## config.mk

```make
export PLATFORM = sky130hd
export DESIGN_NAME = text_console_writer
export DESIGN_NICKNAME = d
export VERILOG_FILES = /design/src/rtl/console_pkg.sv /design/src/rtl/console_cursor.sv /design/src/rtl/text_console_writer.sv
export SDC_FILE = /design/constraint.sdc
export NUM_CORES = 1
export LEC_CHECK = 0
export CORE_ASPECT_RATIO = 0.8
export CORE_MARGIN = 2
export CORE_UTILIZATION = 44
export CTS_CLUSTER_DIAMETER = 60
export CTS_CLUSTER_SIZE = 25
export DETAILED_ROUTE_END_ITERATION = 10
export GPL_TIMING_DRIVEN = 0
export HOLD_SLACK_MARGIN = 0.1
export PLACE_DENSITY = 0.68
export SLEW_MARGIN = 10
export SYNTH_ARGS = -nofsm -noshare
export SYNTH_HDL_FRONTEND = slang
export SYNTH_SLANG_ARGS = --single-unit
```

## constraint.sdc

```tcl
create_clock -name clk -period 1.9 [get_ports clk]
set_input_delay 0.57 -clock clk [delete_from_list [all_inputs] [get_ports clk]]
set_output_delay 0.57 -clock clk [all_outputs]
set_load 0.02 [all_outputs]
```

## src/rtl/console_pkg.sv

```systemverilog
// Shared text-console definitions: geometry defaults, control codes, FSM and cursor command types.
package console_pkg;

  localparam int unsigned DEF_COLS   = 80;
  localparam int unsigned DEF_ROWS   = 30;
  localparam int unsigned DEF_ADDR_W = 14;
  localparam int unsigned ROW_W      = 5;
  localparam int unsigned COL_W      = 7;

  localparam logic [7:0] BLANK_CHAR = 8'h20;
  localparam logic [7:0] CH_BS      = 8'h08;
  localparam logic [7:0] CH_LF      = 8'h0A;
  localparam logic [7:0] CH_FF      = 8'h0C;
  localparam logic [7:0] CH_CR      = 8'h0D;

  typedef enum logic [1:0] {
    ST_IDLE,
    ST_WRITE,
    ST_CLEAR
  } state_t;

  typedef enum logic [2:0] {
    CUR_NONE,
    CUR_ADVANCE,
    CUR_NEWLINE,
    CUR_CR,
    CUR_BS,
    CUR_HOME
  } cur_cmd_t;

  function automatic logic is_printable(input logic [7:0] c);
    return (c >= 8'h20) && (c <= 8'h7E);
  endfunction

endpackage

```

## src/rtl/console_cursor.sv

```systemverilog
// Text cursor: row, column and line base address (row*COLS kept incrementally, no multiplier).
module console_cursor
  import console_pkg::*;
#(
  parameter int unsigned COLS   = DEF_COLS,
  parameter int unsigned ROWS   = DEF_ROWS,
  parameter int unsigned ADDR_W = DEF_ADDR_W
) (
  input  logic              clk,
  input  logic              reset,
  input  cur_cmd_t          i_cmd,
  output logic [ROW_W-1:0]  o_row,
  output logic [COL_W-1:0]  o_col,
  output logic [ADDR_W-1:0] o_line_base
);

  logic [ROW_W-1:0]  r_row;
  logic [COL_W-1:0]  r_col;
  logic [ADDR_W-1:0] r_line_base;
  logic              w_col_last;
  logic              w_row_last;

  assign w_col_last = (r_col == COL_W'(COLS - 1));
  assign w_row_last = (r_row == ROW_W'(ROWS - 1));

  always_ff @(posedge clk or posedge reset) begin
    if (reset) begin
      r_row       <= '0;
      r_col       <= '0;
      r_line_base <= '0;
    end else begin
      case (i_cmd)
        CUR_ADVANCE, CUR_NEWLINE: begin
          if ((i_cmd == CUR_ADVANCE) && !w_col_last) begin
            r_col <= r_col + COL_W'(1);
          end else begin
            // Line step; bottom row wraps to the top, there is no scrolling.
            r_col <= '0;
            if (w_row_last) begin
              r_row       <= '0;
              r_line_base <= '0;
            end else begin
              r_row       <= r_row + ROW_W'(1);
              r_line_base <= r_line_base + ADDR_W'(COLS);
            end
          end
        end
        CUR_CR: r_col <= '0;
        CUR_BS: begin
          if (r_col != '0) r_col <= r_col - COL_W'(1);
        end
        CUR_HOME: begin
          r_row       <= '0;
          r_col       <= '0;
          r_line_base <= '0;
        end
        default: ;
      endcase
    end
  end

  assign o_row       = r_row;
  assign o_col       = r_col;
  assign o_line_base = r_line_base;

endmodule

```

## src/rtl/text_console_writer.sv

```systemverilog
// Character stream to tile RAM port-A writer with cursor and control-code handling.
// Optional build macro CONSOLE_CLEAR_ON_RESET_EN: reset starts a full-buffer clear with colour 0.
module text_console_writer
  import console_pkg::*;
#(
  parameter int unsigned COLS   = DEF_COLS,
  parameter int unsigned ROWS   = DEF_ROWS,
  parameter int unsigned ADDR_W = DEF_ADDR_W,
  parameter logic [7:0]  BLANK  = BLANK_CHAR
) (
  input  logic              clk,
  input  logic              reset,
  input  logic              char_valid,
  output logic              char_ready,
  input  logic [7:0]        char_data,
  input  logic [7:0]        char_color,
  output logic              we_a,
  output logic [ADDR_W-1:0] addr_a,
  output logic [15:0]       dout_a,
  output logic [4:0]        cursor_row,
  output logic [6:0]        cursor_col,
  output logic              busy
);

  localparam int unsigned TOTAL = COLS * ROWS;

  state_t            r_state;
  logic              r_we;
  logic [ADDR_W-1:0] r_addr;
  logic [15:0]       r_dout;

  cur_cmd_t          w_cmd;
  logic [ROW_W-1:0]  w_row;
  logic [COL_W-1:0]  w_col;
  logic [ADDR_W-1:0] w_line_base;
  logic              w_accept;
  logic              w_clear_last;

  assign w_accept     = char_valid && (r_state == ST_IDLE);
  assign w_clear_last = (r_addr == ADDR_W'(TOTAL - 1));

  // Cursor command: control codes act at the accepting edge, printables at the end of WRITE.
  always_comb begin
    w_cmd = CUR_NONE;
    case (r_state)
      ST_IDLE: begin
        if (char_valid) begin
          case (char_data)
            CH_LF:   w_cmd = CUR_NEWLINE;
            CH_CR:   w_cmd = CUR_CR;
            CH_BS:   w_cmd = CUR_BS;
            default: w_cmd = CUR_NONE;
          endcase
        end
      end
      ST_WRITE: w_cmd = CUR_ADVANCE;
      ST_CLEAR: if (w_clear_last) w_cmd = CUR_HOME;
      default:  w_cmd = CUR_NONE;
    endcase
  end

  console_cursor #(
    .COLS   (COLS),
    .ROWS   (ROWS),
    .ADDR_W (ADDR_W)
  ) u_cursor (
    .clk         (clk),
    .reset       (reset),
    .i_cmd       (w_cmd),
    .o_row       (w_row),
    .o_col       (w_col),
    .o_line_base (w_line_base)
  );

  always_ff @(posedge clk or posedge reset) begin
    if (reset) begin
`ifdef CONSOLE_CLEAR_ON_RESET_EN
      r_state <= ST_CLEAR;
      r_we    <= 1'b1;
      r_addr  <= '0;
      r_dout  <= {8'h00, BLANK};
`else
      r_state <= ST_IDLE;
      r_we    <= 1'b0;
      r_addr  <= '0;
      r_dout  <= '0;
`endif
    end else begin
      case (r_state)
        ST_IDLE: begin
          r_we <= 1'b0;
          if (w_accept) begin
            if (is_printable(char_data)) begin
              r_addr  <= w_line_base + ADDR_W'(w_col);
              r_dout  <= {char_color, char_data};
              r_we    <= 1'b1;
              r_state <= ST_WRITE;
            end else if (char_data == CH_FF) begin
              r_addr  <= '0;
              r_dout  <= {char_color, BLANK};
              r_we    <= 1'b1;
              r_state <= ST_CLEAR;
            end
          end
        end
        ST_WRITE: begin
          r_we    <= 1'b0;
          r_state <= ST_IDLE;
        end
        ST_CLEAR: begin
          // Data is constant for the whole sweep; only the address moves.
          if (w_clear_last) begin
            r_we    <= 1'b0;
            r_state <= ST_IDLE;
          end else begin
            r_addr <= r_addr + ADDR_W'(1);
          end
        end
        default: begin
          r_we    <= 1'b0;
          r_state <= ST_IDLE;
        end
      endcase
    end
  end

  assign char_ready = (r_state == ST_IDLE);
  assign busy       = (r_state == ST_CLEAR);
  assign we_a       = r_we;
  assign addr_a     = r_addr;
  assign dout_a     = r_dout;
  assign cursor_row = w_row;
  assign cursor_col = w_col;

endmodule
```

# == Word-level counts from Yosys, hierarchy flattened ==
# Index checks and enable logic that the tools add are counted.
# word_totals
ff_bits,59
inputBits,19
word_cells,82
# classes
eq_ne,20
mux,30
n_lt_le_gt_ge,2
n_addsub,6
n_reduce_logical,17
# op_table
operator,count
14-bit 2-to-1 mux,6
14-bit case mux with 2 select lines,2
8-bit by 4-bit == test with 1-bit output (second input constant),4
16-bit 2-to-1 mux,2
7-bit case mux with 3 select lines,1
3-bit case mux with 3 select lines,2
14-bit by 1-bit adder with 14-bit output (second input constant),1
14-bit by 7-bit adder with 14-bit output,1
14-bit by 7-bit adder with 14-bit output (second input constant),1
14-bit by 12-bit == test with 1-bit output (second input constant),1
7-bit 2-to-1 mux,2
5-bit 2-to-1 mux,2
5-bit case mux with 2 select lines,1
8-bit by 6-bit >= comparator with 1-bit output (second input constant),1
8-bit by 7-bit less-or-equal comparator with 1-bit output (second input constant),1
2-bit 2-to-1 mux,4
7-bit by 1-bit adder with 7-bit output (second input constant),1
7-bit == test (second input constant),1
7-bit nonzero test,1
7-bit by 1-bit subtractor with 7-bit output (second input constant),1
3-bit by 2-bit == test with 1-bit output (second input constant),2
3-bit == test (second input constant),2
3-bit 2-to-1 mux,2
2-bit by 1-bit inequality test with 1-bit output (second input constant),3
19 further kinds,30

# == Longest topological paths before layout ==
# Gate-level depths: netlist of run 1.
# logic_depth
depth_word,8
depth_mapped,8
depth_no_buf,6

# == Modules after synthesis ==
# Synthesis of run 1 repeated with hierarchy kept, for this count alone.
# unflattened
cells_unflattened,436
area_unflattened_um2,3878.7
# by_module_without_submodules
module,n_inst,area_each_um2,seq_area_each_um2,cells_per_inst
text_console_writer,1,2209.6,825.8,250
console_cursor,1,1669.1,550.5,186

# == Worst setup path before layout of run 1 ==
# OpenSTA, ideal clock, no wires.
# synth_path
kind,flip-flop to flip-flop
from,"register u_cursor.r_col[0], in the netlist u_cursor.o_col[0]"
to,"register u_cursor.r_line_base[11], in the netlist u_cursor.o_line_base[11]"
stages_incl_launch_ff,9
t_arrival_ps,2136
n_path_buf,2
period_less_slack_ps,2267
setup_time_ps,130
path_slack_ps,-367
path_cell_list,dfrtp_1 ha_1 and3_1 clkbuf_1 nand3_2 a2111o_1 buf_6 a32oi_2 o41ai_2
# synth_between
elab_chain_cells,5
# synth_lines
element,line,rtl
start: declaration,console_cursor.sv:18,logic [COL_W-1:0] r_col;
start signal: assignment,console_cursor.sv:35,r_col <= r_col + COL_W'(1);
start signal: assignment,console_cursor.sv:50,if (r_col != '0) r_col <= r_col - COL_W'(1);
7-bit == test,console_cursor.sv:23,assign w_col_last = (r_col == COL_W'(COLS - 1));
1-bit zero test,console_cursor.sv:34,if ((i_cmd == CUR_ADVANCE) && !w_col_last) begin
1-bit logical AND,console_cursor.sv:34,
2-bit inequality test (no source line),--,
2-bit AND reduction (no source line),--,
end signal: assignment,console_cursor.sv:44,r_line_base <= r_line_base + ADDR_W'(COLS);
end: declaration,console_cursor.sv:19,logic [ADDR_W-1:0] r_line_base;
# Every way passes these cells.
# A chain may end at the register's enable or synchronous reset.

# == Worst setup path in the final report of run 1 ==
# layout_path
from,register r_state[0]
to,"register r_dout[6], in the netlist dout_a[6]"
# layout_between
elab_chain_cells,3
# layout_lines
element,line,rtl
start: declaration,text_console_writer.sv:27,state_t r_state;
start signal: assignment,text_console_writer.sv:83,r_state <= ST_IDLE;
start signal: assignment,text_console_writer.sv:97,r_state <= ST_WRITE;
start signal: assignment,text_console_writer.sv:102,r_state <= ST_CLEAR;
2-bit zero test *,"text_console_writer.sv:39, text_console_writer.sv:89",
1-bit logical AND,text_console_writer.sv:39,assign w_accept = char_valid && (r_state == ST_IDLE);
3-bit AND reduction (no source line) *,--,
end signal: assignment,text_console_writer.sv:95,"r_dout <= {char_color, char_data};"
end signal: assignment,text_console_writer.sv:100,"r_dout <= {char_color, BLANK};"
end: declaration,text_console_writer.sv:30,logic [15:0] r_dout;
# Mark *: on every way between the ends. The rest lies on a longest branch, timed or not.

==> results of run 1 <==
[synth_stat cells, drive strengths merged, types with 3 or more instances]
cell,instances,share of area
a32oi,3,0.0095
buf,7,0.015
nor3b,4,0.012
xor2,4,0.0099
dfrtp,55,0.39
nor4,5,0.013
and4,7,0.017
o32ai,4,0.0099
or2,5,0.0088
and3,7,0.012
and2,4,0.0070
inv,13,0.014
o211ai,3,0.0063
nand3,23,0.034
a21oi,18,0.025
clkbuf,12,0.013
ha,11,0.039
a22oi,5,0.011
a221o,3,0.0085
xnor2,6,0.015
a31oi,7,0.012
nand2,56,0.059
a211oi,4,0.0085
o2bb2ai,5,0.012
nor3,12,0.017
o21ai,26,0.038
nand4,10,0.019
nor2,15,0.018
a21o,3,0.0063
or3,3,0.0053
a22o,6,0.015
nand2b,6,0.011
o21a,3,0.0063
o22ai,9,0.016
nor2b,3,0.0053
[layer usage]
| metal | vias to the layer above | routed length (um) | global-route usage |
|---|---|---|---|
| met1 | 1842 | 5265 | 0.3438 |
| met2 | 112 | 5580 | 0.4231 |
| met3 | 12 | 440 | 0.03649 |
| li1 | 1740 | - | - |
| met4 | 0 | 119 | 0.04914 |
| met5 | - | 0 | 0 |
[power by group through the flow]
stage	logic, mW	clock network, mW	registers, mW
2_1_floorplan	0.682	0	1.87
3_3_place_gp	1.54	0	1.67
3_5_place_dp	1.57	0	1.68
4_1_cts	1.71	0.841	1.65
5_1_grt	1.95	0.901	1.72
6_report	1.82	0.838	1.68
[per-stage QoR]
stage | setup TNS, ns | cell area [um2]
floorplan | -2.149 | 3641
finish | -7.954 | 5439
global placement | -49.99 | 4407
CTS | -4.290 | 5104
detailed placement | -52.79 | 4407
global route | -11.50 | 5439
[worst min-delay path, stage by stage (launching register included)]
cell	delay (ns)
sky130_fd_sc_hd__dfrtp_1	0.36
sky130_fd_sc_hd__nand2_1	0.05
sky130_fd_sc_hd__nand2_1	0.05
[timing repair]
item                                    in CTS  in global routing
hold endpoints to repair                     0                  0
gates cloned                                 4                  0
pin swaps                                   20                 15
endpoints found under the setup margin      79                 67
setup buffers                               31                 15
gates resized for setup                    129                 66
[sequential cells by signal, indices dropped and copies added (netlist names)]
| register | cells |
|---|---|
| dout_a | 16 |
| addr_a | 14 |
| u_cursor.o_line_base | 10 |
| u_cursor.o_col | 7 |
| u_cursor.o_row | 5 |
| r_state | 2 |
| we_a | 1 |
[cell type report]
type	count	area [um2]	area share
Sequential cell	55	1390	0.2556
Timing Repair Buffer	113	1141	0.2098
Tap cell	108	135.1	0.02484
Clock buffer	5	68.82	0.01265
Multi-Input combinational cell	310	2429	0.4465
Buffer	17	171.4	0.03152
Clock inverter	3	46.29	0.008512
Inverter	13	57.56	0.01058
[logic make-up (layout without fill, tap and decap cells)]
kind of cell | Yosys count | count (layout) | share of synthesized area
and+or+nand+nor | 166 | 166 | 0.2536
AOI/OAI and AO/OA | 120 | 120 | 0.2473
muxes | 2 | 2 | 0.005988
buffers and inverters | 32 | 151 | 0.04121
xor gates and xnor gates | 10 | 10 | 0.02466
DFF | 55 | 55 | 0.3875
other | 1 | 1 | 0.001056
adders and majority gates | 11 | 11 | 0.03875
[worst max-delay path by stage]
stage	to	slack, ns	cells after the start
finish	dout_a[6]$_DFFE_PP0P_	-0.24	12
global route	u_cursor.o_line_base[11]$_DFFE_PP0P_	-0.32	8
CTS	u_cursor.o_line_base[11]$_DFFE_PP0P_	-0.27	8
detailed placement	addr_a[1]$_DFFE_PP0P_	-0.99	6
global placement	addr_a[1]$_DFFE_PP0P_	-1.01	6
floorplan	u_cursor.o_line_base[11]$_DFFE_PP0P_	-0.21	6
==> metrics.txt, run 1 <==
normalized max-slew margin=0.5428; Yosys warning count=0; dominant synthesized flop cell=sky130_fd_sc_hd__dfrtp_1; number of global-route vias before repair=3682; Post-Syn Nets=roughly 430; worst setup skew after layout=around 0.014 ns; post-layout minimum cycle time=2.142 ns; count of placed standard cells including taps=568; max-cap viol count=0; post-synthesis instance area=~3600 um2; I/O Buffers=63; site row count=29; Clock Root Buffer=sky130_fd_sc_hd__clkbuf_8; GRT Util Overall=0.2498; critical path buffer and inverter count=7; Switching Fraction=0.3917; Area growth, synth to finish=53.12%; run status=finished with violations; Synth Area per Inst=between 8 and 9 um2; critical-path cell list=buf_6, nor3b_4, buf_6, buf_4, buf_6, nand4_1, buf_4, a21boi_4, buf_6, clkbuf_16, nand2_2, o31ai_2; Max FO, Critical Path=6; Max IR drop VDD=around 0.00065 V; die width=between 100 and 150 um; power density over the cells=~800 nW/um2; worst reg-to-reg setup slack=-0.24 ns; r2r worst-path depth=12; clock tree sinks=between 50 and 60; pin count of the biggest net entering global routing=56; Tcrit/Tclk final=1.127; worst hold-check path type=flip-flop to flip-flop; standby leakage power=around 2.4 nW; global placement routability congestion=0.9128; drt pass-1 iters=4; least setup slack across all paths after layout=-0.2419 ns; pre-CTS worst setup slack=-0.9918 ns; worst hold slack=0.4807 ns; synth unique cells=69; Async S/R FF share, synth=1.000; Post-CTS Hold Fix Bufs=0; clock latency on the worst-skew pair=0.32 ns; Die ar.=8812 um2; routed wire length=roughly 11000 um; Overall Power=4.339 mW; Clk network pwr share=0.193; Fmax=~470 MHz; worst reg2reg path startpoint=r_state[0]$_DFFE_PP0P_; worst setup path startpoint=r_state[0]$_DFFE_PP0P_; clock slew seen by the registers of the worst setup and hold paths=0.12 ns; endpoint kind of the worst setup timing path=flip-flop; commonest non-fill, non-tap cells in the layout=sky130_fd_sc_hd__nand2_1 (47), sky130_fd_sc_hd__dfrtp_1 (44), sky130_fd_sc_hd__buf_4 (34); slowest library cell on the worst path=sky130_fd_sc_hd__dfrtp_2; initial antenna violation count=0; Crit path arrival time=around 2.4 ns; most frequent standard cell in the layout excluding fill and tap cells=sky130_fd_sc_hd__nand2_1; CP startpoint kind=flip-flop; pin slew with the least headroom to its limit=0.6844 ns; cts bufs inserted=5; initial cell density of the core=0.4511; flops & latches, synth=55; total internal power=between 2 and 3 mW; violations in the final reports=negative setup slack; portion of total power attributed to combinational logic=0.420; number of failing hold endpoints at the final stage=0; share of the core filled with cells in the final layout=0.6908; Slew Limit Fails=0; number of enable flip-flop cells after synthesis=0; post-detailed-route count of antenna-violating nets=0; switching power summed over all nets=roughly 1.7 mW; wire length of the first global-routing pass=between 15000 and 20000 um; die extent in y=84.37 um; CP Data Required Time=2.13 ns; proportion of layout cells with a drive suffix above 1=0.3314; number of placed I/O pins=64; clock tree from TritonCTS=done; hold_sp=dout_a[14]$_DFFE_PP0P_; filler instances=just over 600; Worst Path Class, Setup=flip-flop to flip-flop; Critical Path Most Common Cell=sky130_fd_sc_hd__buf_6; core footprint=7874 um2; final setup violating endpoints=50; CTS HTree Levels=2; relative contribution of sequential cells to total power=0.387; delay contributed by the slowest stage of the critical path=~0.44 ns; Worst Hold Endpoint=dout_a[14]$_DFFE_PP0P_; synthesized netlist cell count=around 400; DR iter-0 viols=between 200 and 250; placed wire-length estimate after detailed placement=just under 7000 um; unrepaired setup endpoints after global routing=yes; number of vias after detailed routing=roughly 3.7k; non-filler instance count after layout=624; per-cell routed wire length=roughly 18 um; end of the worst register-to-register path=dout_a[6]$_DFFE_PP0P_; nets=~550; count of unresolved DRC violations after routing=0; Top Family by Delay on Critical Path=buffers and inverters; Max Root-Sink Buffers=2; Avg Vias per Cell=~5.9; count of cells along the worst hold path=2; overflow left after global routing=0; number of antenna diodes=0; sequential fraction of the synthesis area=0.3875
(Power assumes the default switching activity.)
==> inputs of run 2 (changes only) <==
--- a/config.mk
+++ b/config.mk
@@ -5,6 +5,8 @@
 export SDC_FILE = /design/constraint.sdc
 export NUM_CORES = 1
 export LEC_CHECK = 0
+export ABC_CLOCK_PERIOD_IN_PS = 1900
+export CAP_MARGIN = 10
 export CORE_ASPECT_RATIO = 0.8
 export CORE_MARGIN = 2
 export CORE_UTILIZATION = 44
==> metrics.txt, run 2 (synthesis results as in run 1) <==
Global Route met3 Usage=0.04037 (+0.003882); initial cell density of the core=0.4511 (unchanged); wire length of the first global-routing pass=18040 um (-0.57%); GRT Util Overall=0.2506 (+0.0008329); CTS HTree Levels=2 (unchanged); met1 capacity usage during global routing=0.3486 (+0.004794); Crit path arrival time=2.38 ns (about the same); pin count of the biggest net entering global routing=30 (-46%); number of failing hold endpoints at the final stage=0 (unchanged); CP Data Required Time=2.10 ns (-0.03 ns); standby leakage power=2.419 nW (-0.89%); die width=104.5 um (unchanged); count of unresolved DRC violations after routing=0 (unchanged); non-filler instance count after layout=630 (+0.96%); clock latency on the worst-skew pair=0.32 ns (about the same); number of global-route vias before repair=3626 (-1.5%); Slew Limit Fails=0 (unchanged); slowest library cell on the worst path=sky130_fd_sc_hd__a2111o_1; Max IR drop VDD=0.0007045 V (+9.0%); cts bufs inserted=5 (unchanged); power density over the cells=803.8 nW/um2 (+0.76%); final sum of negative setup slack=-5.749 ns (+2.205 ns); final setup violating endpoints=45 (-10%); number of placed I/O pins=64 (unchanged); pin slew with the least headroom to its limit=0.6836 ns (-0.0007712 ns); endpoint kind of the worst setup timing path=flip-flop; Tcrit/Tclk final=1.144 (+0.01713); core footprint=7874 um2 (unchanged); Largest register FFs=16 (unchanged); routed wire length=11530 um (+1.1%); worst hold-check path type=flip-flop to flip-flop; sequential standard cell area=1394 um2 (+0.27%); least setup slack across all paths after layout=-0.2744 ns (-0.03255 ns); clock tree from TritonCTS=done; max-cap viol count=0 (unchanged); worst setup skew after layout=0.01896 ns (+0.004785 ns); Avg Vias per Cell=5.957 (+0.30%); post-detailed-route count of antenna-violating nets=0 (unchanged); initial antenna violation count=0 (unchanged); placed wire-length estimate after detailed placement=7039 um (+2.0%); Fmax=459.9 MHz (-1.5%); unrepaired setup endpoints after global routing=yes; nets=551 (+1.1%); Area growth, synth to finish=54.53%; filler instances=610 (-2.1%); drt pass-1 iters=4 (unchanged); number of vias after detailed routing=3753 (+1.3%); clock tree sinks=55 (unchanged); combined area of the multi-input logic cells=2511 um2 (+3.4%); normalized max-slew margin=0.5433 (about the same); critical-path cell list=clkdlybuf4s15_2, and3b_1, o2111a_2, a2111o_1, buf_6, a32oi_4, o41ai_2; Max FO, Critical Path=7 (+1); worst hold slack=0.4882 ns (+0.007434 ns); count of placed standard cells including taps=569 (+0.18%); post-layout minimum cycle time=2.174 ns (+0.03255 ns); per-cell routed wire length=18.31 um (+0.17%); commonest non-fill, non-tap cells in the layout=sky130_fd_sc_hd__buf_4 (45), sky130_fd_sc_hd__dfrtp_1 (41), sky130_fd_sc_hd__nand2_1 (39); violations in the final reports=negative setup slack; die extent in y=84.37 um (unchanged); Clock Root Buffer=sky130_fd_sc_hd__clkbuf_8; clock slew seen by the registers of the worst setup and hold paths=0.12 ns (about the same); DR iter-0 viols=267 (+18%); number of antenna diodes=0 (unchanged); site row count=29 (unchanged); worst setup path startpoint=char_data[2]; fraction of met2 tracks used by global routing=0.4094 (-0.01367); delay contributed by the slowest stage of the critical path=0.51 ns (+0.07 ns); Post-CTS Hold Fix Bufs=0 (unchanged); run status=finished with violations; most frequent standard cell in the layout excluding fill and tap cells=sky130_fd_sc_hd__buf_4; Die ar.=8812 um2 (unchanged); proportion of layout cells with a drive suffix above 1=0.3793 (+0.04791); Overall Power=4.412 mW (+1.7%); CP startpoint kind=input pin; worst reg2reg path startpoint=r_state[1]$_DFFE_PP0P_; Max Root-Sink Buffers=2 (unchanged); global placement routability congestion=0.9128 (unchanged); Worst Path Class, Setup=input pin to flip-flop; I/O Buffers=63 (unchanged); share of the core filled with cells in the final layout=0.6971 (+0.006356); peak-usage layer in the global routing report=met2; overflow left after global routing=0 (unchanged); hold_sp=dout_a[14]$_DFFE_PP0P_
[run 2: changes by cell type in the layout (fill, tap and decap cells not counted), moves of 3 or more]
| cell | previous run | this run |
|---|---|---|
| sky130_fd_sc_hd__nand2_1 | 47 | 39 |
| sky130_fd_sc_hd__o21ai_0 | 7 | 12 |
| sky130_fd_sc_hd__dfrtp_2 | 11 | 14 |
| sky130_fd_sc_hd__buf_4 | 34 | 45 |
| sky130_fd_sc_hd__dlymetal6s2s_1 | 15 | 12 |
| sky130_fd_sc_hd__buf_6 | 17 | 14 |
| sky130_fd_sc_hd__o21ai_1 | 12 | 6 |
| sky130_fd_sc_hd__nand2_2 | 6 | 12 |
| sky130_fd_sc_hd__dfrtp_1 | 44 | 41 |
| sky130_fd_sc_hd__clkdlybuf4s50_1 | 15 | 18 |
[run 2: path summary, 6_finish.rpt]
check	slack, ns	depth (start not counted)	endpoint
worst max-delay path	-0.27	7	u_cursor.o_line_base[11]$_DFFE_PP0P_
worst min register to register	0.49	2	dout_a[14]$_DFFE_PP0P_
min in group asynchronous	0.69	2	dout_a[1]$_DFFE_PP0P_
worst max register to register	-0.26	6	u_cursor.o_line_base[11]$_DFFE_PP0P_
max in group asynchronous	0.64	3	addr_a[6]$_DFFE_PP0P_
worst min-delay path	0.49	2	dout_a[14]$_DFFE_PP0P_
[run 2: critical path: cells and delay by family]
kind                   cells  cell delay, ns
AO/OA/AOI/OAI              4            1.12
buffers and inverters      2            0.43
AND/OR/NAND/NOR            1            0.24
[run 2: report_power, final]
group,internal [mW],total (mW),switching (mW)
Combinational,0.878,1.90,1.02
Sequential,1.40,1.68,0.284
Clock,0.398,0.836,0.438
[run 2: layer usage]
layer / share of wire / vias up
li1: - / 1751
met1: 0.44 / 1840
met2: 0.49 / 139
met3: 0.055 / 23
met4: 0.017 / 0
met5: 0 / -
[run 2: cell type report]
type | count | share of cell area
multi-input cells | 310 | 0.4575
clock buffers | 5 | 0.01254
repair buffers | 120 | 0.2040
clock inverters | 3 | 0.008434
flip-flops and latches | 55 | 0.2539
well taps | 108 | 0.02462
plain buffers | 16 | 0.02804
inverters | 13 | 0.01094
[run 2: metrics by stage]
stage / area (um2) / setup WS [ns]
floorplan: 3641 / -0.2067
global placement: 4407 / -1.006
detailed placement: 4427 / -0.9974
CTS: 5134 / -0.2362
global route: 5489 / -0.3112
finish: 5489 / -0.2744
[run 2: timing repair]
item,4_1_cts,5_1_grt
pin swaps,23,33
endpoints found under the setup margin,79,61
resized for setup,137,84
hold endpoints to repair,0,0
setup buffers,35,23
cloned,4,0
==> inputs of run 3 (changes only) <==
--- a/config.mk
+++ b/config.mk
@@ -9,13 +9,13 @@
 export CAP_MARGIN = 10
 export CORE_ASPECT_RATIO = 0.8
 export CORE_MARGIN = 2
-export CORE_UTILIZATION = 44
+export CORE_UTILIZATION = 48
 export CTS_CLUSTER_DIAMETER = 60
 export CTS_CLUSTER_SIZE = 25
 export DETAILED_ROUTE_END_ITERATION = 10
 export GPL_TIMING_DRIVEN = 0
 export HOLD_SLACK_MARGIN = 0.1
-export PLACE_DENSITY = 0.68
+export PLACE_DENSITY = 0.74
 export SLEW_MARGIN = 10
 export SYNTH_ARGS = -nofsm -noshare
 export SYNTH_HDL_FRONTEND = slang
==> metrics.txt, run 3 (synthesis results as in run 1) <==
standby leakage power=2.500 nW (+3.4%); global placement routability congestion=0.8801 (-3.6%); power density over the cells=777.2 nW/um2 (-3.3%); per-cell routed wire length=19.56 um (+6.8%); Largest register FFs=16 (unchanged); critical-path cell list=buf_6, nor3b_4, nand4_4, a2111o_1, buf_6, a22oi_2, o22ai_2; number of antenna diodes=0 (unchanged); pin count of the biggest net entering global routing=56 (+87%); max-cap viol count=0 (unchanged); post-detailed-route count of antenna-violating nets=0 (unchanged); Area growth, synth to finish=54.10%; number of vias after detailed routing=3876 (+3.3%); Overall Power=4.255 mW (-3.6%); DR iter-0 viols=290 (+8.6%); clock tree sinks=55 (unchanged); worst setup skew after layout=0.01614 ns (-0.002826 ns); drt pass-1 iters=5 (+1); Fmax=462.8 MHz (+0.63%); most frequent standard cell in the layout excluding fill and tap cells=sky130_fd_sc_hd__dfrtp_1; overflow left after global routing=0 (unchanged); unrepaired setup endpoints after global routing=yes; final setup violating endpoints=41 (-8.9%); placed wire-length estimate after detailed placement=6853 um (-2.6%); number of global-route vias before repair=3443 (-5.0%); die width=100.2 um (-4.1%); final sum of negative setup slack=-4.584 ns (+1.165 ns); Worst Path Class, Setup=flip-flop to flip-flop; initial antenna violation count=0 (unchanged); routed wire length=11970 um (+3.8%); number of failing hold endpoints at the final stage=0 (unchanged); clock slew seen by the registers of the worst setup and hold paths=0.12 ns (about the same); clock latency on the worst-skew pair=0.32 ns (about the same); site row count=28 (-3.4%); I/O Buffers=63 (unchanged); initial cell density of the core=0.4875 (+0.03633); worst hold-check path type=flip-flop to flip-flop; clock tree from TritonCTS=done; Crit path arrival time=2.37 ns (about the same); critical path buffer and inverter count=2 (unchanged); CTS HTree Levels=2 (unchanged); delay contributed by the slowest stage of the critical path=0.53 ns (+0.02 ns); normalized max-slew margin=0.6351 (+0.09185); Avg Vias per Cell=6.333 (+6.3%); Tcrit/Tclk final=1.137 (-0.007185); CP Data Required Time=2.11 ns (about the same); GRT Util Overall=0.2614 (+0.01074); Max Root-Sink Buffers=2 (unchanged); run status=finished with violations; die extent in y=80.95 um (-4.1%); number of placed I/O pins=64 (unchanged); count of unresolved DRC violations after routing=0 (unchanged); Max FO, Critical Path=4 (-3); post-layout minimum cycle time=2.161 ns (-0.01365 ns); least setup slack across all paths after layout=-0.2608 ns (+0.01365 ns); commonest non-fill, non-tap cells in the layout=sky130_fd_sc_hd__dfrtp_1 (44), sky130_fd_sc_hd__buf_4 (42), sky130_fd_sc_hd__nand2_1 (38); Top Family by Delay on Critical Path=compound AO/OA/AOI/OAI gates; core footprint=7287 um2 (-7.5%); Slew Limit Fails=0 (unchanged); cts bufs inserted=5 (unchanged); nets=551 (unchanged); proportion of layout cells with a drive suffix above 1=0.3831 (+0.003831); pin slew with the least headroom to its limit=0.5473 ns (-0.1363 ns); CP startpoint kind=flip-flop; Clock Root Buffer=sky130_fd_sc_hd__clkbuf_8; violations in the final reports=negative setup slack; Max IR drop VDD=0.0004961 V (-30%); wire length of the first global-routing pass=16880 um (-6.5%); Die ar.=8109 um2 (-8.0%); slowest library cell on the worst path=sky130_fd_sc_hd__a2111o_1; Critical Path Most Common Cell=sky130_fd_sc_hd__buf_6; endpoint kind of the worst setup timing path=flip-flop
-- run 3: repair_timing --
action | in CTS | in global routing
resized for setup | 99 | 122
endpoints found under the setup margin | 78 | 67
setup buffers | 32 | 24
cloned | 3 | 1
hold buffers | 0 | 0
pin swaps | 29 | 51
-- run 3: tightest hold or removal path: cells and delay by family (launching register included) --
kind	cells	cell delay [ns]
flops	1	0.36
simple gates	2	0.10
-- run 3: layout make-up --
cell class                 instances  area (um2)
sequential                        55        1390
fill                             485        1813
multi-input combinational        310        2562
timing repair buffer             120        1107
tap                               90       112.6
buffer                            16       145.1
clock inverter                     2       16.27
inverter                          13       57.56
clock buffer                       6       82.58
-- run 3: final timing paths --
| path | start | endpoint | slack [ns] | cells past startpoint |
|---|---|---|---|---|
| min in group asynchronous | reset | dout_a[10]$_DFFE_PP0P_ | 0.60 | 2 |
| hold reg to reg | dout_a[9]$_DFFE_PP0P_ | dout_a[9]$_DFFE_PP0P_ | 0.49 | 2 |
| setup reg to reg | r_state[0]$_DFFE_PP0P_ | u_cursor.o_row[4]$_DFFE_PP0P_ | -0.26 | 7 |
| hold / removal | dout_a[9]$_DFFE_PP0P_ | dout_a[9]$_DFFE_PP0P_ | 0.49 | 2 |
| setup / recovery | r_state[0]$_DFFE_PP0P_ | u_cursor.o_row[4]$_DFFE_PP0P_ | -0.26 | 7 |
| max in group asynchronous | reset | u_cursor.o_col[4]$_DFFE_PP0P_ | 0.74 | 3 |
-- run 3: metal layers --
metal	wire [um]	vias up	track usage	part of all wire
met5	0	-	0	0
met4	209	0	0.06438	0.017
met3	702	23	0.04131	0.059
met2	5911	188	0.4389	0.49
met1	5145	1909	0.3562	0.43
li1	-	1756	-	-
-- run 3: per-stage QoR --
step                hold WS (ns)  setup WS, ns  instances  instance area, um2    util
floorplan                 0.4942       -0.2067        397                3641       -
global placement          0.4508       -0.9981        550                4384  0.6016
detailed placement        0.4608       -0.9904        550                4384  0.6016
CTS                       0.4853       -0.2558        591                4940  0.6779
global route              0.5168       -0.3258        612                5474  0.7512
finish                    0.4918       -0.2608        612                5474  0.7512
-- run 3: report_power, final --
part           total (mW)  internal [mW]  switching, mW
clock               0.728          0.299          0.429
combinational        1.84          0.825           1.01
sequential           1.69           1.39          0.297
total                4.25           2.52           1.74
